[src/rtl/fft_pkg.sv]
// ============================================================================
// Module      : fft_pkg
// Description : Shared types and frame-size helpers for the FFT stage RAMs.
// Revision    : 1.0 - initial release
// ============================================================================
`default_nettype none

package fft_pkg;

    localparam int ADDR_W_DEF = 10;

    typedef enum logic [1:0] {
        S_IDLE   = 2'd0,
        S_FILL   = 2'd1,
        S_STREAM = 2'd2,
        S_BOTH   = 2'd3
    } pp_state_t;

    // Pairs per frame: each bank address holds one half of a pair.
    function automatic int frame_pairs(input int addr_w);
        return 1 << (addr_w - 1);
    endfunction

endpackage

`default_nettype wire

[src/rtl/fullAdder10b.sv]
// ============================================================================
// Module      : fullAdder10b
// Description : 10-bit ripple-style adder with carry in/out.
// Revision    : 1.0 - initial release
// ============================================================================
`default_nettype none

module fullAdder10b (
    input  logic [9:0] a,
    input  logic [9:0] b,
    input  logic       cin,
    output logic [9:0] sum,
    output logic       cout
);

    assign {cout, sum} = {1'b0, a} + {1'b0, b} + {10'd0, cin};

endmodule

`default_nettype wire

[src/rtl/pp_addr_split.sv]
// ============================================================================
// Module      : pp_addr_split
// Description : Builds the A/B RAM address pair by inserting a select bit.
// Revision    : 1.0 - initial release
// ============================================================================
`default_nettype none

module pp_addr_split #(
    parameter int ADDR_W = 10,
    parameter int SPLIT  = 2
) (
    input  logic [ADDR_W-2:0] cnt,
    output logic [ADDR_W-1:0] addr_a,
    output logic [ADDR_W-1:0] addr_b
);

    assign addr_a = {cnt[ADDR_W-2:SPLIT], 1'b0, cnt[SPLIT-1:0]};
    assign addr_b = {cnt[ADDR_W-2:SPLIT], 1'b1, cnt[SPLIT-1:0]};

endmodule

`default_nettype wire

[src/rtl/pingpong_bank_ctrl.sv]
// ============================================================================
// Module      : pingpong_bank_ctrl
// Description : Ping-pong bank write/read scheduler for one FFT stage.
//               PINGPONG_OVF_DET_EN enables overrun suppression and flagging.
// Revision    : 1.0 - initial release
// ============================================================================
`default_nettype none

module pingpong_bank_ctrl
    import fft_pkg::*;
#(
    parameter int ADDR_W   = ADDR_W_DEF,
    parameter int WR_SPLIT = 2,
    parameter int RD_SPLIT = 3
) (
    input  logic              i_clk,
    input  logic              i_reset,
    input  logic              i_wr_valid,
    input  logic              i_rd_ready,
    output logic              o_we_b0,
    output logic              o_we_b1,
    output logic [ADDR_W-1:0] o_wr_addr_a,
    output logic [ADDR_W-1:0] o_wr_addr_b,
    output logic [ADDR_W-1:0] o_rd_addr_a,
    output logic [ADDR_W-1:0] o_rd_addr_b,
    output logic              o_rd_bank,
    output logic              o_rd_strobe,
    output logic              o_data_valid,
    output logic              o_frame_done,
    output logic              o_overflow,
    output logic [1:0]        o_state
);

    localparam int CNT_W = ADDR_W - 1;
    localparam int PAD_W = 10 - CNT_W;
    localparam logic [CNT_W-1:0] CNT_LAST = CNT_W'(frame_pairs(ADDR_W) - 1);

    pp_state_t        state, state_next;
    logic [CNT_W-1:0] wr_cnt, rd_cnt, wr_cnt_inc, rd_cnt_inc;
    logic [PAD_W-1:0] wr_hi_unused, rd_hi_unused;
    logic             wr_carry_unused, rd_carry_unused;
    logic             wr_bank, rd_bank;
    logic [1:0]       full, full_next;
    logic             wr_last, rd_last, rd_issue, we_ok, dv_pipe;
    logic [ADDR_W-1:0] wr_addr_a, wr_addr_b, rd_addr_a, rd_addr_b;

    fullAdder10b u_wr_inc (
        .a    (10'(wr_cnt)),
        .b    (10'd0),
        .cin  (1'b1),
        .sum  ({wr_hi_unused, wr_cnt_inc}),
        .cout (wr_carry_unused)
    );

    fullAdder10b u_rd_inc (
        .a    (10'(rd_cnt)),
        .b    (10'd0),
        .cin  (1'b1),
        .sum  ({rd_hi_unused, rd_cnt_inc}),
        .cout (rd_carry_unused)
    );

    pp_addr_split #(.ADDR_W(ADDR_W), .SPLIT(WR_SPLIT)) u_wr_split (
        .cnt    (wr_cnt),
        .addr_a (wr_addr_a),
        .addr_b (wr_addr_b)
    );

    pp_addr_split #(.ADDR_W(ADDR_W), .SPLIT(RD_SPLIT)) u_rd_split (
        .cnt    (rd_cnt),
        .addr_a (rd_addr_a),
        .addr_b (rd_addr_b)
    );

    assign wr_last  = (wr_cnt == CNT_LAST);
    assign rd_last  = (rd_cnt == CNT_LAST);
    assign rd_issue = full[rd_bank] && i_rd_ready;

`ifdef PINGPONG_OVF_DET_EN
    logic overrun, overflow;
    assign overrun    = i_wr_valid && full[wr_bank];
    assign we_ok      = i_wr_valid && !full[wr_bank];
    assign o_overflow = overflow;

    always_ff @(posedge i_clk or negedge i_reset) begin
        if (!i_reset)     overflow <= 1'b0;
        else if (overrun) overflow <= 1'b1;
    end
`else
    assign we_ok      = i_wr_valid;
    assign o_overflow = 1'b0;
`endif

    // Clear first so a same-bank set in the same cycle takes priority.
    always_comb begin
        full_next = full;
        if (rd_issue && rd_last)
            full_next[rd_bank] = 1'b0;
        if (i_wr_valid && wr_last)
            full_next[wr_bank] = 1'b1;
    end

    always_comb begin
        state_next = state;
        if (state == S_IDLE) begin
            if (i_wr_valid)
                state_next = S_FILL;
        end else begin
            case (full_next)
                2'b00:   state_next = S_FILL;
                2'b11:   state_next = S_BOTH;
                default: state_next = S_STREAM;
            endcase
        end
    end

    always_ff @(posedge i_clk or negedge i_reset) begin
        if (!i_reset) state <= S_IDLE;
        else          state <= state_next;
    end

    always_ff @(posedge i_clk or negedge i_reset) begin
        if (!i_reset) begin
            wr_cnt       <= '0;
            rd_cnt       <= '0;
            wr_bank      <= 1'b0;
            rd_bank      <= 1'b0;
            full         <= 2'b00;
            o_we_b0      <= 1'b0;
            o_we_b1      <= 1'b0;
            o_wr_addr_a  <= '0;
            o_wr_addr_b  <= '0;
            o_rd_addr_a  <= '0;
            o_rd_addr_b  <= '0;
            o_rd_bank    <= 1'b0;
            o_rd_strobe  <= 1'b0;
            o_frame_done <= 1'b0;
            dv_pipe      <= 1'b0;
            o_data_valid <= 1'b0;
        end else begin
            full         <= full_next;
            o_we_b0      <= we_ok && !wr_bank;
            o_we_b1      <= we_ok && wr_bank;
            o_rd_strobe  <= rd_issue;
            o_frame_done <= rd_issue && rd_last;
            dv_pipe      <= o_rd_strobe;
            o_data_valid <= dv_pipe;
            if (i_wr_valid) begin
                wr_cnt      <= wr_cnt_inc;
                o_wr_addr_a <= wr_addr_a;
                o_wr_addr_b <= wr_addr_b;
                if (wr_last)
                    wr_bank <= ~wr_bank;
            end
            if (rd_issue) begin
                rd_cnt      <= rd_cnt_inc;
                o_rd_addr_a <= rd_addr_a;
                o_rd_addr_b <= rd_addr_b;
                o_rd_bank   <= rd_bank;
                if (rd_last)
                    rd_bank <= ~rd_bank;
            end
        end
    end

    assign o_state = state;

endmodule

`default_nettype wire

[config.mk]
export PLATFORM = sky130hd
export DESIGN_NAME = pingpong_bank_ctrl
export DESIGN_NICKNAME = d
export VERILOG_FILES = /design/src/rtl/fft_pkg.sv /design/src/rtl/fullAdder10b.sv /design/src/rtl/pp_addr_split.sv /design/src/rtl/pingpong_bank_ctrl.sv
export SDC_FILE = /design/constraint.sdc
export NUM_CORES = 1
export LEC_CHECK = 0
export CAP_MARGIN = 20
export CORE_MARGIN = 2
export CORE_UTILIZATION = 45
export DETAILED_ROUTE_END_ITERATION = 8
export HOLD_SLACK_MARGIN = 0.1
export PLACE_DENSITY = 0.74
export SYNTH_ARGS = -nofsm -noshare
export SYNTH_HDL_FRONTEND = slang
export SYNTH_SLANG_ARGS = --single-unit
[constraint.sdc]
create_clock -name i_clk -period 5.7 [get_ports i_clk]
set_input_delay 0.57 -clock i_clk [delete_from_list [all_inputs] [get_ports i_clk]]
set_output_delay 0.57 -clock i_clk [all_outputs]
set_load 0.01 [all_outputs]
==> qor_table.md, run 1 <==
| Parameter | Value |
|---|---|
| HPWL Detailed | 2600 um |
| Buffer count from post-CTS setup fixing | 0 |
| Number of input and output port buffers inserted | 49 |
| Period minus WS final | 2.20 ns |
| Main synth FF type | sky130_fd_sc_hd__dfrtp_1 |
| Final weighted congestion in routability-driven placement | 0.826 |
| Cell taking the most area after synthesis | sky130_fd_sc_hd__dfrtp_1 |
| Slew headroom | 0.482 |
| Library cell used as clock root buffer | sky130_fd_sc_hd__clkbuf_8 |
| Vert. Die Dim | 74.1 um |
| Setup repair after global routing missed its margin | no |
| Biggest cell delay along the critical path | 0.97 ns |
| Kind of end point of the critical path | flip-flop |
| Number of cells produced by synthesis | 167 |
| Number of synthesized flops with an enable pin | 0 |
| Ys Warns | 0 |
| Setup WS pre-CTS | 3.19 ns |
| Depth of the CTS H-tree | 2 |
| Highest achievable clock rate | 0.454 GHz |
| Setup tns final | 0 ns |
| Buffers from clock root to sink, at most | 2 |
| Number of violations of the max-capacitance limit | 0 |
| Number of distinct library cells after synthesis | 27 |
| Total gr overflow | 0 |
| Worst min-delay path category | in2async |
| Clk_lat worst skew | 0.30 ns |
| Async set-reset flop share out of synthesis | 1.00 |
| Boundary pin count | 53 |
| Required time worst endpoint | 5.92 ns |
| Post-Synthesis Cell Area | 0.00221 sq mm |
| # rows | 25 |
| Number of filler cells placed in the layout | 391 |
| Setup slack of the most critical reg-to-reg path | 3.58 ns |
| Worst slew pin tran | 0.774 ns |
| Fin crit share | 0.387 |
| Via density per instance | 4.84 |
| Routed length per placed instance | 13.6 um |
| Maximum net fanout on the critical path | 20 |
| Antenna violations before repair | 0 |
| Power density over the cells | 327 mW/mm^2 |
| Largest voltage drop on the vdd net | 190 uV |
| Mean instance size in the synthesized netlist | 13.2 sq um |
| Pwr Total | 0.891 mW |
| DRC violation total after the first TritonRoute iteration | 87 |
| Area growth from synthesis to final layout | 23.4% |
| Hold Buf Count CTS | 0 |
| Pre-antenna DRT Iters | 4 |
| Count of antenna diodes in the layout | 0 |
| P_leak | 1.29 nW |
| DRC viols | 0 |
| Vias after detailed routing | 1,298 |
| Maximum number of pins on one net before global-route repair | 52 |
| CTS clk-pin slew, worst paths | 0.09 ns |
| Critical Path, Cell by Cell | clkdlybuf4s50_1 > nand2_1 > o21a_1 > ha_1 > mux2i_1 |
| Initial Util | 0.468 |
| Synth top area cells | sky130_fd_sc_hd__dfrtp_1 (58%), sky130_fd_sc_hd__mux2_2 (7.6%), sky130_fd_sc_hd__buf_4 (7.1%) |
| Area used by sequential logic in the layout | 0.00128 sq mm |
| Worst Path Class, Setup | in2reg |
| Cell type of the slowest stage on the worst timing path | sky130_fd_sc_hd__clkdlybuf4s50_1 |
| TritonCTS clock tree | done |
| Area fraction of the dominant cell type after synthesis | 0.578 |
| Sort of element at the start of the critical path | primary input |
| Placeable Area | 0.00472 sq mm |
| NumNets Final | 210 |
| Overall routed net length | 3640 um |
| Number of buffers created by CTS | 5 |
| Final Hold Fails | 0 |
| Floorplan die area | 0.00548 sq mm |
| Number of max-slew violations in the final report | 0 |
| Die outline width | 74.1 um |
| Vias in the first global route | 1,296 |
| Result of the run | complete, no violations |
| Number of cells upsized or downsized after cts | 0 |
| Final setup violation count | 0 |
| Sequential cell area fraction in the yosys report | 0.578 |
| TritonCTS sink count | 51 |
| Antenna Nets Post-Route | 0 |
| Skew final | 0.00820 ns |
| Seq cells post-synth | 51 |
| Area of combinational cells with multiple inputs | 746 sq um |
| Global-route total usage across every layer | 0.149 |
| Layout cell share with drive strength beyond 1 | 0.164 |
| Global-route wire length before repair | 6150 um |
| Crit path DAT | 2.43 ns |
| Final critical-path setup slack | 3.50 ns |
[flip-flops by register name (all words and copies together), names as in the netlist, 2 cells and up]
register and flops:
o_state 2, full 2, wr_cnt 9, o_rd_addr_b 10
o_wr_addr_b 10, rd_cnt 9
[placed cells by master, fill, tap and decap left out, types with 5 or more instances in the layout]
cell type                         Yosys  final
sky130_fd_sc_hd__ha_1                 5      5
sky130_fd_sc_hd__dfrtp_1             51     51
sky130_fd_sc_hd__nor2_1               7      7
sky130_fd_sc_hd__clkbuf_8             0      5
sky130_fd_sc_hd__mux2_4               8      8
sky130_fd_sc_hd__nand2_1              6      6
sky130_fd_sc_hd__and3_1               5      5
sky130_fd_sc_hd__nand4_1              6      6
sky130_fd_sc_hd__xnor2_1             12     12
sky130_fd_sc_hd__mux2_2              15     15
sky130_fd_sc_hd__clkdlybuf4s50_1      0     48
sky130_fd_sc_hd__nand3_1              5      5
[path summary, 6_finish.rpt]
| path | from | endpoint | cells past startpoint |
|---|---|---|---|
| worst min register to register | dv_pipe$_DFF_PN0_ | o_data_valid$_DFF_PN0_ | 0 |
| min in group i_clk | dv_pipe$_DFF_PN0_ | o_data_valid$_DFF_PN0_ | 0 |
| max in group asynchronous | i_reset | o_state[1]$_DFFE_PN0P_ | 2 |
| worst max-delay path | i_wr_valid | o_state[0]$_DFFE_PN0P_ | 5 |
| worst min-delay path | i_reset | o_wr_addr_b[3]$_DFFE_PN0P_ | 1 |
| worst max register to register | rd_cnt[0]$_DFFE_PN0P_ | o_state[0]$_DFFE_PN0P_ | 9 |
[through the flow]
| stage | cell area (sq um) | hold WS [ns] | util | cells |
|---|---|---|---|---|
| after floorplan | 2220 | 0.274 | - | 169 |
| after global routing | 2730 | 0.167 | 0.577 | 268 |
| after global placement | 2600 | 0.342 | 0.551 | 260 |
| after CTS | 2710 | 0.375 | 0.573 | 267 |
| after detailed placement | 2600 | 0.354 | 0.551 | 260 |
| final | 2730 | 0.163 | 0.577 | 268 |
[power by group]
group	total [mW]	switching [mW]	internal, mW
Combinational	0.195	0.0743	0.121
Clock	0.238	0.109	0.129
Sequential	0.458	0.0486	0.409
[kinds of logic after synthesis]
group                    share of synthesized area
AO/OA/AOI/OAI                               0.0164
flip-flops                                   0.578
multiplexers                                 0.135
AND/OR/NAND/NOR                             0.0890
other                                      0.00170
adder cells (fa/ha/maj)                     0.0283
buffers and inverters                       0.0878
XOR/XNOR                                    0.0635
[cell usage after synthesis (3+ instances only)]
cell	n
sky130_fd_sc_hd__mux2_2	15
sky130_fd_sc_hd__xnor2_1	12
sky130_fd_sc_hd__nand2_1	6
sky130_fd_sc_hd__nand4_1	6
sky130_fd_sc_hd__mux2_4	8
sky130_fd_sc_hd__nor2_1	7
sky130_fd_sc_hd__xor2_1	4
sky130_fd_sc_hd__nand3_1	5
sky130_fd_sc_hd__dfrtp_1	51
sky130_fd_sc_hd__and3_1	5
sky130_fd_sc_hd__buf_4	21
sky130_fd_sc_hd__inv_1	3
sky130_fd_sc_hd__ha_1	5
[critical path: cells and delay by family]
family | cells | cell delay (ns)
AOI/OAI and AO/OA | 1 | 0.24
adders and majority gates | 1 | 0.29
buffers and inverters | 1 | 0.97
muxes | 1 | 0.12
and+or+nand+nor | 1 | 0.24
[area by class of cell]
class                      count  share of cell area
clock buffer                   6              0.0266
clock inverter                 1              0.0110
inverter                       3             0.00413
multi-input combinational     90               0.274
sequential                    51               0.468
tap                           67              0.0308
timing repair buffer          50               0.185
[routing by layer]
layer / global-route usage / vias up / share of wire
li1: - / 613 / -
met1: 0.196 / 640 / 0.45
met2: 0.230 / 39 / 0.49
met3: 0.0515 / 6 / 0.051
met4: 0.0566 / 0 / 0.016
met5: 0 / - / 0
No activity file was read; power rests on OpenSTA's default activity.
==> run 2, diff against run 1 <==
- clock period: 5.7 -> 2.1 ns (I/O delays scaled with it)
==> run 2 against run 1 <==
Net effect: clock power grew to 2.9 times the previous value; non-clock buffer count grew 7; via count grew 0.69%; sequential share of layout area shrank 1.1 points; first-iteration DRC count grew 38%; hold slack gained 0.20 ns; global-route usage shrank 0.20 points; critical path depth grew 3; total power grew to 2.8 times the previous value; final cell count grew 3.0%; flip-flop and latch count is the same; critical endpoint unchanged; largest cell class unchanged; largest power group unchanged; highest routed layer unchanged.
==> qor_table.md, run 2 (synthesis gave the netlist of run 1 again) <==
| Parameter | Value | vs previous |
|---|---|---|
| Layout cell share with drive strength beyond 1 | 0.206 | was 0.164 |
| Final setup violation count | 0 | unchanged |
| Final cell count without fillers | 276 | was 268 |
| Maximum number of pins on one net before global-route repair | 52 | unchanged |
| Routed length per placed instance | 13.4 um | was 13.6 um |
| Number of violations of the max-capacitance limit | 0 | unchanged |
| Total gr overflow | 0 | unchanged |
| Skew final | 0.00565 ns | was 0.00820 ns |
| Maximum net fanout on the critical path | 5 | was 20 |
| DRC violation total after the first TritonRoute iteration | 120 | was 87 |
| Fin crit share | 0.935 |  |
| Count of antenna diodes in the layout | 0 | unchanged |
| Global-route wire length before repair | 6000 um | was 6150 um |
| CTS clk-pin slew, worst paths | 0.09 ns | about the same |
| Crit path DAT | 2.19 ns | was 2.43 ns |
| Net switching fraction of the power | 0.259 | was 0.261 |
| # rows | 25 | unchanged |
| Worst reg-to-reg path cell count | 8 | was 9 |
| Initial Util | 0.468 | unchanged |
| Overall routed net length | 3700 um | was 3640 um |
| Clock power share | 0.282 | was 0.267 |
| Via density per instance | 4.74 | was 4.84 |
| Pwr Total | 2.46 mW | was 0.891 mW |
| Registers with the highest flip-flop counts | o_rd_addr_b: 10 flops, o_wr_addr_b: 10 flops | unchanged |
| Required time worst endpoint | 2.33 ns | was 5.92 ns |
| Startpoint of the worst setup timing path | rd_cnt[1]$_DFFE_PN0P_ | was i_wr_valid |
| Vias after detailed routing | 1,307 | was 1,298 |
| Setup repair after global routing missed its margin | no | unchanged |
| Kind of end point of the critical path | flip-flop | unchanged |
| Highest achievable clock rate | 0.510 GHz |  |
| Placed insts | 264 | was 260 |
| Die outline width | 74.1 um | unchanged |
| Vias in the first global route | 1,284 | was 1,296 |
| NumNets Final | 217 | was 210 |
| Worst min-delay path category | reg2reg | was in2async |
| Boundary pin count | 53 | unchanged |
| Gate power share | 0.214 | was 0.219 |
| Number of buffers created by CTS | 5 | unchanged |
| TritonCTS clock tree | done | unchanged |
| Reg2reg start | rd_cnt[1]$_DFFE_PN0P_ | was rd_cnt[0]$_DFFE_PN0P_ |
| Worst slew pin tran | 0.644 ns | was 0.774 ns |
| TritonCTS sink count | 51 | unchanged |
| P_leak | 1.33 nW | was 1.29 nW |
| Post-route cell area | 0.00279 sq mm | was 0.00273 sq mm |
| Number of max-slew violations in the final report | 0 | unchanged |
| Commonest cells after routing, fill and taps aside | sky130_fd_sc_hd__dfrtp_1 (51), sky130_fd_sc_hd__clkdlybuf4s50_1 (48), sky130_fd_sc_hd__mux2_2 (15), sky130_fd_sc_hd__xnor2_1 (12), sky130_fd_sc_hd__mux2_4 (8) | unchanged |
| Buffers from clock root to sink, at most | 2 | unchanged |
| Result of the run | complete, no violations | unchanged |
| Antenna Nets Post-Route | 0 | unchanged |
| Power density over the cells | 882 mW/mm^2 | was 327 mW/mm^2 |
| Sort of element at the start of the critical path | flip-flop | was primary input |
| Slew headroom | 0.571 | was 0.482 |
| HPWL Detailed | 2620 um | was 2600 um |
| Most common library cell in the layout ignoring fill and taps | sky130_fd_sc_hd__dfrtp_1 | unchanged |
| Period minus WS final | 1.96 ns |  |
| Cell Int Power | 1.83 mW | was 0.659 mW |
| Dpl cell area | 0.00263 sq mm | was 0.00260 sq mm |
| Setup tns final | 0 ns | unchanged |
| Placeable Area | 0.00472 sq mm | unchanged |
| Final weighted congestion in routability-driven placement | 0.810 | was 0.826 |
| Area growth from synthesis to final layout | 26.5% | was 23.4% |
| Clk_lat worst skew | 0.30 ns | about the same |
| Final Hold Fails | 0 | unchanged |
| Switching Power | 0.638 mW | was 0.232 mW |
| Worst Hold Margin | 0.359 ns | was 0.163 ns |
| Library cell used as clock root buffer | sky130_fd_sc_hd__clkbuf_8 | unchanged |
| Floorplan die area | 0.00548 sq mm | unchanged |
| Worst Path Class, Setup | reg2reg | was in2reg |
| Number of input and output port buffers inserted | 49 | unchanged |
| Global-route total usage across every layer | 0.147 | was 0.149 |
| Setup slack of the most critical reg-to-reg path | 0.14 ns | was 3.58 ns |
| DRC viols | 0 | unchanged |
| Depth of the CTS H-tree | 2 | unchanged |
| FF-to-FF End | o_state[0]$_DFFE_PN0P_ | unchanged |
| Antenna violations before repair | 0 | unchanged |
| Pre-antenna DRT Iters | 4 | unchanged |
| Sequential power share | 0.504 | was 0.514 |
| Critical path capture point | o_state[0]$_DFFE_PN0P_ | unchanged |
| Vert. Die Dim | 74.1 um | unchanged |
| Largest voltage drop on the vdd net | 699 uV | was 190 uV |
==> run 2: final cells by class <==
class	count	area [sq um]
sequential	51	1280
inverter	3	11.3
tap	67	83.8
clock buffer	6	82.6
fill	380	1930
timing repair buffer	57	548
clock inverter	2	35.0
multi-input combinational	90	756
==> run 2: critical path, cell delays in order (launching register included) <==
cell and delay (ns):
sky130_fd_sc_hd__dfrtp_1 0.40, sky130_fd_sc_hd__ha_1 0.18, sky130_fd_sc_hd__and3_1 0.20, sky130_fd_sc_hd__and4_1 0.20, sky130_fd_sc_hd__ha_2 0.19, sky130_fd_sc_hd__nand3_1 0.09
sky130_fd_sc_hd__a32oi_2 0.22, sky130_fd_sc_hd__ha_1 0.27, sky130_fd_sc_hd__mux2i_1 0.14
==> run 2: worst min-delay path by stage <==
stage | from | end | slack, ns | depth (start not counted)
after floorplan | i_reset | dv_pipe$_DFF_PN0_ | -0.09 | 0
after global placement | i_reset | o_wr_addr_b[4]$_DFFE_PN0P_ | 0.34 | 2
after detailed placement | dv_pipe$_DFF_PN0_ | o_data_valid$_DFF_PN0_ | 0.35 | 0
after CTS | dv_pipe$_DFF_PN0_ | o_data_valid$_DFF_PN0_ | 0.37 | 0
after global routing | dv_pipe$_DFF_PN0_ | o_data_valid$_DFF_PN0_ | 0.37 | 0
final | dv_pipe$_DFF_PN0_ | o_data_valid$_DFF_PN0_ | 0.36 | 0
==> run 2: metrics by stage <==
stage | setup slack (ns) | util
after detailed placement | 0.0849 | 0.557
after global placement | 0.200 | 0.557
after global routing | 0.0187 | 0.591
after floorplan | 0.221 | -
after CTS | 0.0468 | 0.584
final | 0.137 | 0.591
==> run 2: routing by layer <==
layer | part of all wire | wire length, um | GRT usage
met5 | 0 | 0 | 0
met3 | 0.045 | 167 | 0.0488
met1 | 0.47 | 1740 | 0.193
met4 | 0.017 | 63 | 0.0667
met2 | 0.47 | 1730 | 0.224
==> run 2: power by group through the flow <==
stage                     logic [mW]  clock network (mW)  registers (mW)
after floorplan                0.289                   0            1.26
after CTS                      0.536               0.712            1.24
after global routing           0.565               0.765            1.27
after global placement         0.522                   0            1.25
final                          0.527               0.695            1.24
after detailed placement       0.533                   0            1.26
==> run 2: repair_timing <==
item	in CTS	in global routing
setup buffers	0	3
resized for setup	0	3
setup endpoints to repair	0	1
hold endpoints to repair	51	0
hold buffers	1	0
==> run 3, diff against run 2 <==
- CAP_MARGIN: 20 -> default
==> results of run 3 <==
Final layout, timing and power as in run 2 (identical DEF).
